[src/rtl/barrel_pkg.sv]
// Shared constants and the port-rotation index helper used by the barrel
// shifter/unshifter datapaths.
package barrel_pkg;

  localparam int WIDTH_DEF = 64;
  localparam int PORT_DEF  = 8;

  // Rotating right by 2^stage ports: output port k takes input port k+2^stage.
  function automatic int rotr_src_port(input int k, input int stage, input int ports);
    return (k + (1 << stage)) % ports;
  endfunction

endpackage

[src/rtl/barrel_unshift_stage.sv]
// One register stage of the unshifter: rotates right by 2^STAGE ports when its
// select bit is set, otherwise passes the beat through unchanged.
module barrel_unshift_stage
  import barrel_pkg::*;
#(
  parameter int WIDTH = WIDTH_DEF,
  parameter int PORT  = PORT_DEF,
  parameter int STAGE = 0
) (
  input  logic                      clk,
  input  logic                      rst,
  input  logic                      en_i,
  input  logic                      vld_i,
  input  logic [$clog2(PORT)-1:0]   sel_i,
  input  logic [WIDTH*PORT-1:0]     data_i,
  output logic                      vld_o,
  output logic [$clog2(PORT)-1:0]   sel_o,
  output logic [WIDTH*PORT-1:0]     data_o
);

  localparam int SEL_W = $clog2(PORT);
  localparam int BUS_W = WIDTH * PORT;

  logic [BUS_W-1:0] rot;
  logic [BUS_W-1:0] data_d;
  logic [BUS_W-1:0] data_q;
  logic [SEL_W-1:0] sel_q;
  logic             vld_q;

  for (genvar k = 0; k < PORT; k++) begin : g_port
    localparam int SRC = rotr_src_port(k, STAGE, PORT);
    assign rot[k*WIDTH +: WIDTH] = data_i[SRC*WIDTH +: WIDTH];
  end

  assign data_d = sel_i[STAGE] ? rot : data_i;

  // Data only moves with a real beat so a stalled or drained slot keeps its contents.
  always_ff @(posedge clk) begin
    if (rst) begin
      vld_q  <= 1'b0;
      sel_q  <= '0;
      data_q <= '0;
    end else if (en_i) begin
      vld_q <= vld_i;
      if (vld_i) begin
        sel_q  <= sel_i;
        data_q <= data_d;
      end
    end
  end

  assign vld_o  = vld_q;
  assign sel_o  = sel_q;
  assign data_o = data_q;

endmodule

[src/rtl/barrel_unshifter_pipe.sv]
// Pipelined port-granular barrel unshifter with valid/ready flow control.
// Optional output-transfer counter enabled by defining BARREL_UNSHIFT_CNT_EN.
module barrel_unshifter_pipe
  import barrel_pkg::*;
#(
  parameter int WIDTH = WIDTH_DEF,
  parameter int PORT  = PORT_DEF
) (
  input  logic                      clk,
  input  logic                      rst,
  input  logic                      valid_in,
  output logic                      ready_in,
  input  logic [$clog2(PORT)-1:0]   select,
  input  logic [WIDTH*PORT-1:0]     data_in,
  output logic                      valid_out,
  input  logic                      ready_out,
  output logic [WIDTH*PORT-1:0]     data_out
`ifdef BARREL_UNSHIFT_CNT_EN
  ,
  output logic [31:0]               beat_cnt
`endif
);

  localparam int SEL_W = $clog2(PORT);
  localparam int BUS_W = WIDTH * PORT;

  logic [SEL_W:0]   vld_a;
  logic [SEL_W-1:0] en;
  logic [BUS_W-1:0] data_a [SEL_W+1];
  logic [SEL_W-1:0] sel_a  [SEL_W+1];

  assign vld_a[0]  = valid_in;
  assign data_a[0] = data_in;
  assign sel_a[0]  = select;

  for (genvar s = 0; s < SEL_W; s++) begin : g_stage
    // A stage may load unless it and every stage after it are full and the sink stalls.
    assign en[s] = ready_out | ~(&vld_a[SEL_W:s+1]);

    barrel_unshift_stage #(
      .WIDTH (WIDTH),
      .PORT  (PORT),
      .STAGE (s)
    ) u_stage (
      .clk    (clk),
      .rst    (rst),
      .en_i   (en[s]),
      .vld_i  (vld_a[s]),
      .sel_i  (sel_a[s]),
      .data_i (data_a[s]),
      .vld_o  (vld_a[s+1]),
      .sel_o  (sel_a[s+1]),
      .data_o (data_a[s+1])
    );
  end

  assign ready_in  = en[0];
  assign valid_out = vld_a[SEL_W];
  assign data_out  = data_a[SEL_W];

`ifdef BARREL_UNSHIFT_CNT_EN
  logic [31:0] beat_cnt_q;
  logic [31:0] beat_cnt_d;

  assign beat_cnt_d = (valid_out && ready_out) ? beat_cnt_q + 32'd1 : beat_cnt_q;

  always_ff @(posedge clk) begin
    if (rst) beat_cnt_q <= '0;
    else     beat_cnt_q <= beat_cnt_d;
  end

  assign beat_cnt = beat_cnt_q;
`endif

endmodule

[config.mk]
export PLATFORM = sky130hd
export DESIGN_NAME = barrel_unshifter_pipe
export DESIGN_NICKNAME = d
export VERILOG_FILES = /design/src/rtl/barrel_pkg.sv /design/src/rtl/barrel_unshift_stage.sv /design/src/rtl/barrel_unshifter_pipe.sv
export SDC_FILE = /design/constraint.sdc
export NUM_CORES = 2
export LEC_CHECK = 0
export CORE_AREA = 2 2 400 402
export CTS_CLUSTER_DIAMETER = 120
export DETAILED_ROUTE_END_ITERATION = 10
export DIE_AREA = 0 0 402 404
export PLACE_DENSITY = 0.74
export SLEW_MARGIN = 40
export SYNTH_ARGS = -nofsm -noshare
export SYNTH_HDL_FRONTEND = slang
export SYNTH_SLANG_ARGS = --single-unit
[constraint.sdc]
create_clock -name clk -period 1.76 [get_ports clk]
set_input_delay 0.176 -clock clk [delete_from_list [all_inputs] [get_ports clk]]
set_output_delay 0.176 -clock clk [all_outputs]
set_load 0.03 [all_outputs]
==> metrics.md <==
| Metric | Value |
|---|---|
| Die area | 162,400 um^2 |
| GPL Wtd Cong | 0.9140 |
| Footprint of the multi-input gates | 41,020 um^2 |
| Clock latency on the worst-skew pair | 0.81 ns |
| Slew @ Worst Pin | 0.7148 ns |
| Sw Ratio | 29.28% |
| Seq/Total Area, Yosys | 39.41% |
| Post-route insts no fill | 10,280 |
| Setup violators final | 504 |
| Total track usage | 30.50% |
| Critical Path Start | g_stage[2].u_stage.vld_o$_SDFFE_PP0P_ |
| Hold Violations, Final | 0 |
| Crit path max-delay cell type | dfxtp_4 |
| Synth unique cells | 15 |
| Root Driver | clkbuf_16 |
| Post-route cell area | 99,600 um^2 |
| Worst Slack Setup Final | -0.1744 ns |
| Remaining Overflow, GRT | 0 |
| Filler cell count | 12,240 |
| Residual DRC | 0 |
| I/O Pins | 1,033 |
| Worst Hold Class | input pin to flop |
| Reg-to-reg endpoint | g_stage[0].u_stage.data_o[369]$_SDFFE_PP0P_ |
| Fmax | 517.0 MHz |
| Reg area | 30,910 um^2 |
| Starting Density | 49.63% |
| Number of global-route vias before repair | 62,480 |
| Startpoint Class | flop |
| Initial antenna violation count | 16 |
| DR vias/cell | 6.284 |
| Die Y | 404 um |
| Core Util, Final | 63.10% |
| Unrepaired setup endpoints after global routing | yes |
| Max-Cap Viols | 0 |
| Drt pass-1 iters | 6 |
| Status | finished with violations |
| Tcrit/Tclk final | 109.9% |
| Critical Path AT | 2.62 ns |
| Biggest area consumer among synthesized cells | dfxtp_1 |
| CTS H-tree depth | 4 |
| Total chip power | 91.82 mW |
| Final-report max-slew violation count | 0 |
| FF-to-FF path depth | 8 |
| Net Switching | 26.88 mW |
| Critical path, cell by cell | nand4b_1 -> buf_6 -> buf_4 -> and2_4 -> buf_12 -> clkbuf_16 -> buf_6 -> a211oi_1 |
| Failing checks | negative setup slack |
| Slowest stage delay, CP | 0.35 ns |
| Placed insts | 9,854 |
| Power Internal | 64.94 mW |
| Synth warnings | 0 |
| Seq pwr share | 42.8% |
| Share of cells above drive strength 1 | 32.53% |
| Pwr per Cell Area | 921.9 nW/um^2 |
| Final WL | 276,800 um |
| Combinational share of power | 18.6% |
| Post-Place Setup Slack | -0.3122 ns |
| Crit path capture | g_stage[0].u_stage.data_o[369]$_SDFFE_PP0P_ |
| Per-cell routed wire length | 26.94 um |
| Drt first-iter violations | 5,766 |
| Hpwl dp | 186,400 um |
| Nets | 8,585 |
| Detail Route Antenna Nets | 0 |
| Crit-path max FO | 9 |
| Placed inst area | 89,700 um^2 |
| FF-to-FF Start | g_stage[2].u_stage.vld_o$_SDFFE_PP0P_ |
| Pleak | 34.04 nW |
| Largest net degree at the start of global routing | 129 |
| Max clock buf depth | 3 |
| Vias | 64,580 |
| Std cell rows | 146 |
| Headroom to the max-slew limit | 52.35% |
| P&R area growth vs syn | 27.14% |
| First-pass GRT wire length | 387,000 um |
| Maximum VDD drop | 0.0008321 V |
| Flops & latches, synth | 1,542 |
| Worst Setup End Kind | flop |
| Die X | 402 um |
| Yosys top cell area share | 39.41% |
| Critical Path Most Common Cell | buf_6 |
| CP required | 2.45 ns |
| Clock power frac | 38.6% |
| Worst Clk Skew | 0.05326 ns |
| Core area | 157,800 um^2 |
| Port buffer count | 1,032 |
| Area contributors post-synth | dfxtp_1, mux2i_1, a211oi_2 |
| Sink Count | 1,542 |
| Synthesized Nets | 8,057 |
| Fin crit period | 1.934 ns |
| Clock slew at reported path FFs | 0.06 ns |
| Syn Std Cell Area | 78,330 um^2 |
| CTS tree | done |
| WS Path Type | flop to flop |
| Mapped Cells | 7,538 |
| CTS buffer count | 163 |
| Reg2Reg Setup Slack | -0.17 ns |
| Syn_area_per_cell | 10.39 um^2 |
[synth_stat cells (all sizes together)]
cell	instances
buf	983
dfxtp	1542
nand4b	1
clkbuf	385
inv	3
mux2i	1539
nand2b	6
a21oi	1539
nand3b	1
a211oi	1536
and2	3
[registers in the layout, indices dropped and copies added (netlist names)]
register / cells
g_stage.u_stage.data_o: 1536
g_stage.u_stage.vld_o: 3
g_stage.u_stage.sel_o: 3
[per-layer routing]
layer | vias up | track usage [%] | wire length (um)
li1 | 29020 | - | -
met1 | 31970 | 37.61 | 109600
met2 | 2869 | 49.81 | 129200
met3 | 711 | 6.074 | 21080
met4 | 10 | 17.09 | 16930
met5 | - | 0 | 61
[stage by stage]
stage	setup TNS (ns)	hold WS (ns)
finish	-37.67	0.05166
CTS	-1.753	0.0009930
global route	-57.42	0.03432
detailed placement	-321.43	0.4463
global placement	-299.27	0.4396
floorplan	0	0.3308
[worst min-delay path by stage]
stage,from,to,slack (ns),cells after the start
4_1_cts,data_in[428],g_stage[0].u_stage.data_o[364]$_SDFFE_PP0P_,0.001,3
6_report,data_in[192],g_stage[0].u_stage.data_o[128]$_SDFFE_PP0P_,0.05,3
5_1_grt,data_in[492],g_stage[0].u_stage.data_o[492]$_SDFFE_PP0P_,0.03,3
3_3_place_gp,valid_in,g_stage[0].u_stage.vld_o$_SDFFE_PP0P_,0.44,3
3_5_place_dp,valid_in,g_stage[0].u_stage.vld_o$_SDFFE_PP0P_,0.45,3
2_1_floorplan,select[1],g_stage[0].u_stage.sel_o[1]$_SDFFE_PP0P_,0.33,2
[placed cells by master, fill, tap and decap left out, types with 15 or more instances in the layout]
master	synthesis	routed
mux2i_1	1539	1539
clkbuf_16	0	209
a211oi_1	586	289
clkbuf_8	0	37
clkinv_2	0	27
dfxtp_1	1542	1522
buf_4	565	414
clkbuf_1	385	38
buf_16	0	39
clkdlybuf4s15_2	0	346
a211oi_2	950	1245
clkdlybuf4s50_1	0	515
buf_12	0	150
clkdlybuf4s15_1	0	79
buf_2	326	66
dfxtp_2	0	15
buf_6	43	45
a21oi_1	1539	1529
[power by group through the flow]
stage	sequential (mW)	combinational, mW	clock (mW)
2_1_floorplan	39.1	10.6	0
3_3_place_gp	39.8	15.5	0
3_5_place_dp	39.9	15.8	0
4_1_cts	39.2	15.8	35.6
5_1_grt	39.5	17.9	37.1
6_report	39.3	17.1	35.5
[worst max-delay path, delay by kind of cell (launching register included)]
family	cells	cell delay (ns)
AND/OR/NAND/NOR	2	0.33
AO/OA/AOI/OAI	1	0.25
flip-flops	1	0.35
buffers and inverters	5	0.86
[layout make-up]
| class | count | share of cell area, % |
|---|---|---|
| Multi-Input combinational cell | 4625 | 41.19 |
| Sequential cell | 1542 | 31.03 |
| Timing Repair Buffer | 1731 | 19.64 |
| Clock buffer | 240 | 4.800 |
| Tap cell | 2072 | 2.603 |
| Clock inverter | 54 | 0.6972 |
| Antenna cell | 10 | 0.02513 |
| Inverter | 3 | 0.01131 |
[cell families (layout without fill, tap and decap cells)]
logic type | count (synthesis) | in the layout | share of synthesized area [%]
AOI/OAI and AO/OA | 3075 | 3075 | 30.62
DFF | 1542 | 1542 | 39.41
muxes | 1539 | 1539 | 19.67
buffers and inverters | 1371 | 2028 | 10.21
and+or+nand+nor | 11 | 11 | 0.09266
other | 0 | 10 | 0
[repair_timing]
action	in CTS	in global routing
cloned	13	59
setup endpoints to repair	554	1037
pin swaps	8	8
resized for setup	1615	383
setup buffers	17	30
endpoints found under the hold margin	84	0
hold buffers	8	0
Power figures use the tool's default switching activity.
